===== config.mk =====
export PLATFORM = sky130hd
export DESIGN_NAME = sclkfifo_unpack
export DESIGN_NICKNAME = d
export VERILOG_FILES = /design/src/rtl/sclkfifo_unpack.sv
export SDC_FILE = /design/constraint.sdc
export NUM_CORES = 1
export LEC_CHECK = 0
export ABC_AREA = 1
export CORE_ASPECT_RATIO = 0.7
export CORE_MARGIN = 2
export CORE_UTILIZATION = 35
export CTS_BUF_LIST = sky130_fd_sc_hd__clkbuf_8
export DETAILED_ROUTE_END_ITERATION = 8
export GPL_TIMING_DRIVEN = 1
export MAX_ROUTING_LAYER = met4
export SLEW_MARGIN = 5
export SYNTH_ARGS = -nofsm -noshare
export SYNTH_HDL_FRONTEND = slang
export SYNTH_SLANG_ARGS = --single-unit

===== constraint.sdc =====
create_clock -name clk -period 1.4 [get_ports clk]
set_clock_uncertainty 0.05 [all_clocks]
set_input_delay 0.42 -clock clk [delete_from_list [all_inputs] [get_ports clk]]
set_output_delay 0.42 -clock clk [all_outputs]
set_load 0.01 [all_outputs]

===== src/rtl/sclkfifo_unpack.sv =====
// Unpacks each word read from a first-word-fall-through FIFO into RATIO
// narrower slices and streams them out with a valid/ready handshake.
//
// state   | meaning
// S_EMPTY | no word held, ovalid=0, odata/olast=0
// S_BUSY  | word held, slice cnt_q presented on odata with ovalid=1
module sclkfifo_unpack #(
  parameter int IWIDTH    = 32,
  parameter int RATIO     = 4,
  parameter bit MSB_FIRST = 1'b1
) (
  input  logic                      clk,
  input  logic                      srst,
  output logic                      ren,
  input  logic [IWIDTH-1:0]         rdata,
  input  logic                      rempty,
  output logic                      ovalid,
  input  logic                      oready,
  output logic [IWIDTH/RATIO-1:0]   odata,
  output logic                      olast
);

  localparam int OWIDTH = IWIDTH / RATIO;
  localparam int CW     = $clog2(RATIO);

  typedef enum logic {
    S_EMPTY = 1'b0,
    S_BUSY  = 1'b1
  } state_t;

  if (RATIO < 2 || RATIO > 16) begin : g_bad_ratio
    $error("sclkfifo_unpack: RATIO must be in 2..16");
  end
  if (IWIDTH % RATIO != 0) begin : g_bad_width
    $error("sclkfifo_unpack: IWIDTH must be a multiple of RATIO");
  end

  state_t            state_q, state_d;
  logic [IWIDTH-1:0] hold_q, hold_d;
  logic [CW-1:0]     cnt_q, cnt_d;
  logic              busy;
  logic [31:0]       shamt;

  assign busy   = (state_q == S_BUSY);
  assign ovalid = busy;

  // Slice selection as a right shift keeps the index width independent of IWIDTH.
  always_comb begin
    shamt = '0;
    if (MSB_FIRST) begin
      shamt = 32'((RATIO - 1 - int'(cnt_q)) * OWIDTH);
    end else begin
      shamt = 32'(int'(cnt_q) * OWIDTH);
    end
  end

  always_comb begin
    olast = 1'b0;
    odata = '0;
    if (busy) begin
      olast = (int'(cnt_q) == RATIO - 1);
      odata = OWIDTH'(hold_q >> shamt);
    end
  end

  // Pop when idle, or when the final slice leaves so the next word follows with no bubble.
  assign ren = ~srst & ~rempty & (~busy | (olast & oready));

  always_comb begin
    state_d = state_q;
    hold_d  = hold_q;
    cnt_d   = cnt_q;
    if (ren) begin
      hold_d  = rdata;
      cnt_d   = '0;
      state_d = S_BUSY;
    end else if (busy && oready) begin
      if (olast) begin
        state_d = S_EMPTY;
      end else begin
        cnt_d = cnt_q + CW'(1);
      end
    end
  end

  always_ff @(posedge clk) begin
    if (srst) begin
      state_q <= S_EMPTY;
      hold_q  <= '0;
      cnt_q   <= '0;
    end else begin
      state_q <= state_d;
      hold_q  <= hold_d;
      cnt_q   <= cnt_d;
    end
  end

endmodule


---- After elaboration in Yosys (flattened, before gate mapping) ----
Cells that the tools add are included.
cells by class
  equal/unequal tests ..................... 1
  shifts and indexed selects .............. 1
  multiplexer cells ....................... 5
  reductions and logical operators ........ 6
  add/subtract/negate cells ............... 2
  bitwise operators ....................... 8
operator list
  cell                                                                number
  32-bit by 32-bit right shift with 8-bit output                      1
  8-bit two-way mux                                                   1
  1-bit two-way mux                                                   4
  1-bit inverter                                                      4
  2-bit AND reduction                                                 2
  2-bit nonzero test                                                  2
  1-bit bitwise AND                                                   3
  2-bit by 2-bit subtractor with 3-bit output (first input constant)  1
  2-bit by 1-bit adder with 2-bit output (second input constant)      1
  2-bit by 1-bit == test with 1-bit output (second input constant)    1
  2-bit OR reduction                                                  1
  1-bit logical AND                                                   1
  1-bit OR                                                            1
word-level totals
  bits in registers ....................... 35
  output and inout port bits .............. 11

---- Longest topological paths before layout ----
Gate-level depths: netlist of run 1.
  depth in word-level cells ............... 7
  gate-level depth with buffers ........... 8
  gate-level depth less buffers ........... 7

---- Worst setup path after synthesis of run 1 ----
OpenSTA, ideal clock, no wires.
  kind .................................... register -> output
  start ................................... register cnt_q[0]
  end ..................................... output port odata[6]
  cell stages (with the launch flop) ...... 7
  data required time ...................... 0.930 ns
  arrival time ............................ 0.994 ns
  slack ................................... -0.064 ns
  path through ............................ dfxtp_1 buf_4 inv_2 buf_6 nand2_1 nand3_1 a21oi_1
on the way
  word-level cells in the longest chain between the ends .. 3
RTL lines
  element                                         RTL line  text
  from (decl)                                     40        logic [CW-1:0] cnt_q, cnt_d;
  from (signal assigned)                          94        cnt_q <= cnt_d;
  2-bit by 2-bit subtractor with 3-bit output     51        shamt = 32'((RATIO - 1 - int'(cnt_q)) * OWIDTH);
  32-bit by 32-bit right shift with 8-bit output  62        odata = OWIDTH'(hold_q >> shamt);
  8-bit two-way mux                               60        if (busy) begin
  to (decl)                                       19        output logic [IWIDTH/RATIO-1:0] odata,
No other way between the ends.

---- Worst setup path in the final report of run 1 ----
  start ................................... register cnt_q[0]
  end ..................................... output port odata[2]
The elaborated chain is that of the path after synthesis.

==> impl_metrics.xml, run 1 <==
<?xml version="1.0" encoding="UTF-8"?>
<metrics>
  <group name="synth">
    <metric name="synth-seq-area-share" unit="%">41.6</metric>
    <metric name="synth.lib_cells_used.distinct" unit="">17</metric>
    <metric name="synth_most_common_cell" unit="">sky130_fd_sc_hd__nand2_1</metric>
    <metric name="netlist.top_cell.by_area" unit="">sky130_fd_sc_hd__dfxtp_1</metric>
    <metric name="syn-instance-count" unit="">257</metric>
    <metric name="ys_seq_elements" unit="">35</metric>
    <metric name="post-synth-top-area-fraction" unit="%">41.6</metric>
    <metric name="synth_fp_nets" unit="">294</metric>
    <metric name="synth.top_cells.by_count" unit="">103 x sky130_fd_sc_hd__nand2_1, 49 x sky130_fd_sc_hd__nand3_1, 38 x sky130_fd_sc_hd__inv_1</metric>
    <metric name="netlist_area" unit="um2">1690</metric>
    <metric name="count_of_flip_flops_with_a_built_in_enable_after_synthesis" unit="">0</metric>
    <metric name="synth.avg_cell_area" unit="um2">6.56</metric>
    <metric name="synthTopCellsByArea" unit="">sky130_fd_sc_hd__dfxtp_1 42%, sky130_fd_sc_hd__nand2_1 23%, sky130_fd_sc_hd__nand3_1 15%</metric>
    <metric name="ys.flop_type" unit="">sky130_fd_sc_hd__dfxtp_1</metric>
    <metric name="ys.warnings.count" unit="">0</metric>
    <metric name="asyncSetResetFlopFracSynth" unit="%">0</metric>
  </group>
  <group name="floorplan">
    <metric name="die_area" unit="um2">5400</metric>
    <metric name="die_y" unit="um">62.1</metric>
    <metric name="floorplan.core_area" unit="um2">4700</metric>
    <metric name="die_width" unit="um">86.9</metric>
    <metric name="initial_core_util" unit="%">35.8</metric>
    <metric name="placement_rows" unit="">21</metric>
    <metric name="design.portCount" unit="">47</metric>
  </group>
  <group name="pwr">
    <metric name="peakVddDrop" unit="mV">0.450</metric>
    <metric name="p_int" unit="mW">1.62</metric>
    <metric name="clockPowerShare" unit="%">31.2</metric>
    <metric name="power_switching" unit="mW">0.615</metric>
    <metric name="part_of_the_total_power_dissipated_in_sequential_elements" unit="%">49.4</metric>
    <metric name="power.share.combinational" unit="%">19.4</metric>
    <metric name="power_density" unit="nW/um2">906</metric>
    <metric name="p_leak" unit="nW">1.18</metric>
    <metric name="switching_share" unit="%">27.6</metric>
  </group>
  <group name="finish">
    <metric name="sequential_cell_area" unit="um2">707</metric>
    <metric name="nNetsFinal" unit="">347</metric>
    <metric name="fin_cells" unit="">368</metric>
    <metric name="layout.core_utilization" unit="%">52.4</metric>
    <metric name="synth_to_final_area_change" unit="%">46.1</metric>
    <metric name="share_of_final_layout_standard_cells_stronger_than_drive_strength_1" unit="%">23.2</metric>
    <metric name="multi_input_gate_area_in_the_final_layout" unit="um2">866</metric>
    <metric name="num_antenna_cells" unit="">0</metric>
    <metric name="final_area" unit="um2">2460</metric>
    <metric name="final.fill_count" unit="">499</metric>
  </group>
  <group name="placement">
    <metric name="placedInstanceArea" unit="um2">2250</metric>
    <metric name="dpl.cell_count" unit="">357</metric>
    <metric name="final_weighted_congestion_in_routability_driven_placement" unit="">0.750</metric>
    <metric name="port_buffers" unit="">46</metric>
    <metric name="hpwlAfterDp" unit="mm">2.75</metric>
  </group>
  <group name="clock_tree">
    <metric name="clk_pin_slew_worst_paths" unit="ps">70</metric>
    <metric name="htree_levels" unit="">2</metric>
    <metric name="cts-hold-fix-buffers" unit="">0</metric>
    <metric name="clock_tree.root_cell" unit="">sky130_fd_sc_hd__clkbuf_8</metric>
    <metric name="clock_latency_at_the_later_pin_of_the_worst_skew_pair" unit="ps">290</metric>
    <metric name="tritoncts_clock_tree" unit="">done</metric>
    <metric name="cts_buffers" unit="">5</metric>
    <metric name="numClockSinks" unit="">35</metric>
    <metric name="clk_path_buf_depth" unit="">2</metric>
  </group>
  <group name="sta">
    <metric name="fin_crit" unit="ps">1790</metric>
    <metric name="setup_slack" unit="ps">-386</metric>
    <metric name="setup-tns-final" unit="ps">-3440</metric>
    <metric name="tightestPinTransition" unit="ps">423</metric>
    <metric name="slew_viol_final" unit="">0</metric>
    <metric name="slew-limit-headroom" unit="%">71.8</metric>
    <metric name="rsz_0062_raised_after_global_routing" unit="">true</metric>
    <metric name="final.period_utilization" unit="%">128</metric>
    <metric name="maxClockFrequency" unit="MHz">560</metric>
    <metric name="setup_violations" unit="">10</metric>
    <metric name="finalHoldViolCount" unit="">0</metric>
  </group>
  <group name="routing">
    <metric name="route.detailed.wl_per_inst" unit="um">11.8</metric>
    <metric name="drc" unit="">0</metric>
    <metric name="1st_iter_drt_viols" unit="">65</metric>
    <metric name="antenna_left" unit="">0</metric>
    <metric name="route.final.wire_length" unit="mm">4.36</metric>
    <metric name="vias" unit="">1687</metric>
    <metric name="drt-vias-per-instance" unit="">4.58</metric>
    <metric name="drt-pass1-iter-count" unit="">4</metric>
  </group>
  <group name="setup_path">
    <metric name="critical_path_class" unit="">flop to output pin</metric>
    <metric name="critical_path.reg2reg.endpoint" unit="">cnt_q[1]$_SDFFE_PP0P_</metric>
    <metric name="start_kind" unit="">flop</metric>
    <metric name="worst-endpoint-arrival" unit="ps">1320</metric>
    <metric name="timing.critical_path.required" unit="ps">930</metric>
    <metric name="worst-r2r-setup-slack" unit="ps">60</metric>
    <metric name="timing.rr.start" unit="">cnt_q[0]$_SDFFE_PP0P_</metric>
    <metric name="endpoint" unit="">odata[2]</metric>
    <metric name="cp-end-kind" unit="">output pin</metric>
    <metric name="worstPathMaxFanout" unit="">8</metric>
    <metric name="r2r.worst_path.cells" unit="">8</metric>
    <metric name="worst_setup_path_startpoint" unit="">cnt_q[0]$_SDFFE_PP0P_</metric>
  </group>
  <group name="global_route">
    <metric name="grt_pass1_wl" unit="mm">6.85</metric>
    <metric name="grt_util_all_layers" unit="%">17.5</metric>
    <metric name="first_global_vias" unit="">1563</metric>
    <metric name="grt_max_degree" unit="">34</metric>
    <metric name="grt_overflow_total" unit="">0</metric>
    <metric name="initial_antenna_violation_count" unit="">0</metric>
  </group>
  <group name="job">
    <metric name="max_cap_viol_count" unit="">0</metric>
  </group>
  <group name="outcome">
    <metric name="status" unit="">complete, but fails checks</metric>
    <metric name="failed_checks" unit="">setup timing</metric>
  </group>
  <group name="worst_hold_path">
    <metric name="timing.hold.worst.class" unit="">flop to flop</metric>
  </group>
</metrics>
flip-flops by register name, indices dropped and copies added, names as in the netlist:
| name | cells |
|---|---|
| cnt_q | 2 |
| hold_q | 32 |
| ovalid | 1 |
worst min path at each step:
stage	to	slack (ps)	startpoint	depth (start not counted)
finish	hold_q[25]$_SDFFE_PP0P_	410	hold_q[25]$_SDFFE_PP0P_	2
global route	ovalid$_SDFFE_PP0P_	420	rempty	2
CTS	hold_q[7]$_SDFFE_PP0P_	420	hold_q[7]$_SDFFE_PP0P_	2
detailed placement	hold_q[17]$_SDFFE_PP0P_	410	hold_q[17]$_SDFFE_PP0P_	2
global placement	hold_q[0]$_SDFFE_PP0P_	400	hold_q[0]$_SDFFE_PP0P_	2
floorplan	hold_q[10]$_SDFFE_PP0P_	390	hold_q[10]$_SDFFE_PP0P_	2
power by group through the flow:
| stage | sequential (mW) | clock, mW | combinational [mW] |
|---|---|---|---|
| 2_1_floorplan | 1.11 | 0 | 0.218 |
| 3_3_place_gp | 1.12 | 0 | 0.397 |
| 3_5_place_dp | 1.12 | 0 | 0.400 |
| 4_1_cts | 1.10 | 0.706 | 0.395 |
| 5_1_grt | 1.11 | 0.766 | 0.480 |
| 6_report | 1.10 | 0.696 | 0.434 |
placed cells by master (no fill, tap or decap):
cell type,instances
sky130_fd_sc_hd__inv_1,39
sky130_fd_sc_hd__clkbuf_8,5
sky130_fd_sc_hd__buf_12,4
sky130_fd_sc_hd__inv_2,1
sky130_fd_sc_hd__nand3_1,38
sky130_fd_sc_hd__inv_4,1
sky130_fd_sc_hd__dlygate4sd2_1,3
sky130_fd_sc_hd__nand2_2,14
sky130_fd_sc_hd__a21oi_2,8
sky130_fd_sc_hd__clkinv_2,1
sky130_fd_sc_hd__a21oi_1,3
sky130_fd_sc_hd__nand3_2,11
sky130_fd_sc_hd__dfxtp_1,32
sky130_fd_sc_hd__ha_4,1
sky130_fd_sc_hd__nand2_1,90
sky130_fd_sc_hd__buf_2,10
sky130_fd_sc_hd__buf_4,7
sky130_fd_sc_hd__clkdlybuf4s50_1,32
sky130_fd_sc_hd__clkbuf_16,1
sky130_fd_sc_hd__nor2_2,1
sky130_fd_sc_hd__nand2_4,1
sky130_fd_sc_hd__dfxtp_2,2
sky130_fd_sc_hd__dfxtp_4,1
sky130_fd_sc_hd__buf_6,2
sky130_fd_sc_hd__nand4_1,2
sky130_fd_sc_hd__inv_8,1
critical path, cell delays in order (launching register included):
cell,delay (ps)
sky130_fd_sc_hd__dfxtp_4,400
sky130_fd_sc_hd__clkbuf_16,180
sky130_fd_sc_hd__nand2_2,70
sky130_fd_sc_hd__nand3_2,70
sky130_fd_sc_hd__a21oi_2,150
sky130_fd_sc_hd__buf_2,150
timing repair:
action / 4_1_cts / 5_1_grt
endpoints found under the setup margin: 44 / 28
hold endpoints to repair: 0 / 0
pin swaps: 8 / 10
buffers inserted: 2 / 0
cloned: 0 / 1
gates resized for setup: 59 / 29
routing by layer:
layer,part of all wire (%),vias to the layer above,global-route usage (%)
met2,43,41,27.3
met1,50,743,21.0
met5,0,-,-
met4,1.8,0,7.59
met3,4.8,11,5.81
li1,-,892,-
cells by family after synthesis:
group | after synthesis | share of synthesized area [%]
AOI/OAI and AO/OA | 11 | 3.27
adders and majority gates | 1 | 0.742
buffers and inverters | 53 | 14.8
DFF | 35 | 41.6
and+or+nand+nor | 157 | 39.6
metrics by stage:
step / hold WS, ps / power [mW] / setup slack, ps
after CTS: 420 / 2.20 / -354
after global placement: 405 / 1.52 / -761
after global routing: 423 / 2.36 / -430
after detailed placement: 410 / 1.52 / -782
after floorplan: 392 / 1.33 / -8.02
final: 414 / 2.23 / -386
cell type report:
class	count	area share [%]
multi-input cells	169	35.2
flip-flops and latches	35	28.7
repair buffers	59	23.4
inverters	40	6.50
well taps	57	2.90
clock buffers	5	2.79
clock inverters	3	0.508
(Power assumes the default switching activity.)
==> run 2: changes to the inputs <==
ABC_CLOCK_PERIOD_IN_PS = 1400   (was unset)
==> results of run 2 <==
The final DEF is identical to that of run 1; final timing and power are the same.
==> run 3: changes to the inputs <==
REMOVE_ABC_BUFFERS = 1   (was unset)
==> impl_metrics.xml, run 3 (synthesized netlist as in run 1, its figures left out) <==
<?xml version="1.0" encoding="UTF-8"?>
<metrics>
  <group name="global_route">
    <metric name="grt-busiest-layer" unit="">met2</metric>
    <metric name="globalRouteMet3Util" unit="%">6.47</metric>
    <metric name="globalRouteMet2Util" unit="%">26.7</metric>
    <metric name="first_global_vias" unit="">1507</metric>
    <metric name="initial_antenna_violation_count" unit="">0</metric>
    <metric name="grt_pass1_wl" unit="mm">6.82</metric>
    <metric name="grt_util_all_layers" unit="%">17.2</metric>
    <metric name="grt_max_degree" unit="">34</metric>
    <metric name="grtUsageMet1" unit="%">21.8</metric>
    <metric name="grt_overflow_total" unit="">0</metric>
  </group>
  <group name="floorplan">
    <metric name="die_y" unit="um">62.1</metric>
    <metric name="design.portCount" unit="">47</metric>
    <metric name="floorplan.core_area" unit="um2">4700</metric>
    <metric name="die_area" unit="um2">5400</metric>
    <metric name="initial_core_util" unit="%">35.8</metric>
    <metric name="placement_rows" unit="">21</metric>
    <metric name="die_width" unit="um">86.9</metric>
  </group>
  <group name="sta">
    <metric name="final.period_utilization" unit="%">127</metric>
    <metric name="fin_hold_ws" unit="ps">410</metric>
    <metric name="tightestPinTransition" unit="ps">424</metric>
    <metric name="maxClockFrequency" unit="MHz">562</metric>
    <metric name="setup_violations" unit="">11</metric>
    <metric name="fin_crit" unit="ps">1780</metric>
    <metric name="setup_slack" unit="ps">-378</metric>
    <metric name="finalHoldViolCount" unit="">0</metric>
    <metric name="rsz_0062_raised_after_global_routing" unit="">true</metric>
    <metric name="slew-limit-headroom" unit="%">71.7</metric>
    <metric name="slew_viol_final" unit="">0</metric>
  </group>
  <group name="finish">
    <metric name="largest_register" unit="">hold_q</metric>
    <metric name="num_antenna_cells" unit="">0</metric>
    <metric name="synth_to_final_area_change" unit="%">64.0</metric>
    <metric name="final.fill_count" unit="">430</metric>
    <metric name="multi_input_gate_area_in_the_final_layout" unit="um2">936</metric>
    <metric name="share_of_final_layout_standard_cells_stronger_than_drive_strength_1" unit="%">32.3</metric>
    <metric name="fin_cells" unit="">382</metric>
    <metric name="largest_reg_flops" unit="">32</metric>
    <metric name="sequential_cell_area" unit="um2">707</metric>
    <metric name="mostFrequentLayoutCells" unit="">82 x sky130_fd_sc_hd__nand2_1, 37 x sky130_fd_sc_hd__inv_1, 32 x sky130_fd_sc_hd__dfxtp_1, 32 x sky130_fd_sc_hd__clkdlybuf4s50_1, 29 x sky130_fd_sc_hd__nand3_1</metric>
    <metric name="nNetsFinal" unit="">361</metric>
    <metric name="most_common_cell_after_layout_fill_and_taps_aside" unit="">sky130_fd_sc_hd__nand2_1</metric>
  </group>
  <group name="setup_path">
    <metric name="worstPathMaxFanout" unit="">6</metric>
    <metric name="crit_path_cell_trace" unit="">buf_6, nand2_2, nand3_2, a21oi_2, buf_2</metric>
    <metric name="timing.critical_path.required" unit="ps">930</metric>
    <metric name="start_kind" unit="">flop</metric>
    <metric name="timing.rr.start" unit="">cnt_q[0]$_SDFFE_PP0P_</metric>
    <metric name="cp-end-kind" unit="">output pin</metric>
    <metric name="crit_buf_inv" unit="">2</metric>
    <metric name="cell_type_group_with_the_largest_total_delay_on_the_critical_path" unit="">flip-flops</metric>
    <metric name="cpMaxStageDelayCell" unit="">sky130_fd_sc_hd__dfxtp_4</metric>
    <metric name="critical_path_class" unit="">flop to output pin</metric>
    <metric name="critical_path.max_stage_delay" unit="ps">400</metric>
    <metric name="worst-endpoint-arrival" unit="ps">1310</metric>
    <metric name="worst_setup_path_startpoint" unit="">cnt_q[0]$_SDFFE_PP0P_</metric>
  </group>
  <group name="job">
    <metric name="max_cap_viol_count" unit="">0</metric>
  </group>
  <group name="routing">
    <metric name="antenna_left" unit="">0</metric>
    <metric name="vias" unit="">1823</metric>
    <metric name="route.final.wire_length" unit="mm">5.39</metric>
    <metric name="drt-vias-per-instance" unit="">4.77</metric>
    <metric name="drc" unit="">0</metric>
    <metric name="1st_iter_drt_viols" unit="">66</metric>
    <metric name="route.detailed.wl_per_inst" unit="um">14.1</metric>
    <metric name="drt-pass1-iter-count" unit="">4</metric>
  </group>
  <group name="worst_hold_path">
    <metric name="holdCritStartpoint" unit="">rempty</metric>
    <metric name="timing.hold.worst.class" unit="">primary input to flop</metric>
  </group>
  <group name="clock_tree">
    <metric name="clk_pin_slew_worst_paths" unit="ps">70</metric>
    <metric name="cts-hold-fix-buffers" unit="">0</metric>
    <metric name="htree_levels" unit="">2</metric>
    <metric name="clock_latency_at_the_later_pin_of_the_worst_skew_pair" unit="ps">290</metric>
    <metric name="clock_tree.root_cell" unit="">sky130_fd_sc_hd__clkbuf_8</metric>
    <metric name="cts_buffers" unit="">5</metric>
    <metric name="numClockSinks" unit="">35</metric>
    <metric name="clk_path_buf_depth" unit="">2</metric>
    <metric name="tritoncts_clock_tree" unit="">done</metric>
  </group>
  <group name="pwr">
    <metric name="power.share.combinational" unit="%">20.1</metric>
    <metric name="peakVddDrop" unit="mV">0.524</metric>
    <metric name="clockPowerShare" unit="%">37.1</metric>
    <metric name="power_density" unit="nW/um2">935</metric>
    <metric name="p_int" unit="mW">1.91</metric>
    <metric name="p_leak" unit="nW">1.31</metric>
    <metric name="power_switching" unit="mW">0.678</metric>
    <metric name="final_total_pwr" unit="mW">2.58</metric>
    <metric name="part_of_the_total_power_dissipated_in_sequential_elements" unit="%">42.8</metric>
    <metric name="switching_share" unit="%">26.2</metric>
  </group>
  <group name="placement">
    <metric name="dpl.cell_count" unit="">361</metric>
    <metric name="final_weighted_congestion_in_routability_driven_placement" unit="">0.732</metric>
    <metric name="port_buffers" unit="">46</metric>
    <metric name="hpwlAfterDp" unit="mm">2.72</metric>
  </group>
  <group name="outcome">
    <metric name="failed_checks" unit="">setup timing</metric>
    <metric name="status" unit="">complete, but fails checks</metric>
  </group>
</metrics>
## run 3: metrics by stage
| stage | setup TNS, ps | area (um2) | setup WS, ps | utilization, % |
|---|---|---|---|---|
| floorplan | -10980 | 1590 | -486 | - |
| global placement | -16780 | 2230 | -767 | 47.3 |
| finish | -3330 | 2760 | -378 | 58.8 |
| detailed placement | -17490 | 2230 | -776 | 47.3 |
| global route | -5070 | 2760 | -419 | 58.8 |
| CTS | -3230 | 2360 | -342 | 50.1 |
## run 3: final cells by class
| type | instances | share of cell area (%) |
|---|---|---|
| Tap cell | 57 | 2.58 |
| Timing Repair Buffer | 73 | 27.9 |
| Sequential cell | 35 | 25.6 |
| Clock buffer | 6 | 2.99 |
| Multi-Input combinational cell | 169 | 33.9 |
| Clock inverter | 2 | 1.27 |
| Inverter | 40 | 5.79 |
## run 3: power groups by stage
| stage | combinational [mW] | sequential (mW) | clock, mW |
|---|---|---|---|
| 2_1_floorplan | 0.173 | 1.12 | 0 |
| 3_3_place_gp | 0.378 | 1.12 | 0 |
| 3_5_place_dp | 0.382 | 1.12 | 0 |
| 4_1_cts | 0.386 | 1.10 | 0.960 |
| 5_1_grt | 0.564 | 1.11 | 1.01 |
| 6_report | 0.519 | 1.10 | 0.960 |
## run 3: per-layer routing
metal,routed length (um),vias to the layer above
met3,376,7
li1,-,920
met5,0,-
met2,2480,58
met1,2510,838
met4,27,0
## run 3: worst paths after layout
check,slack [ps],to,cells past startpoint
setup reg to reg,0,hold_q[5]$_SDFFE_PP0P_,9
hold reg to reg,410,hold_q[26]$_SDFFE_PP0P_,2
hold / removal,410,ovalid$_SDFFE_PP0P_,2
setup / recovery,-380,odata[7],5
## run 3: timing repair
item	in CTS	in global routing
resized for setup	61	64
cloned	0	7
setup buffers	2	4
endpoints found under the setup margin	44	43
pin swaps	4	16
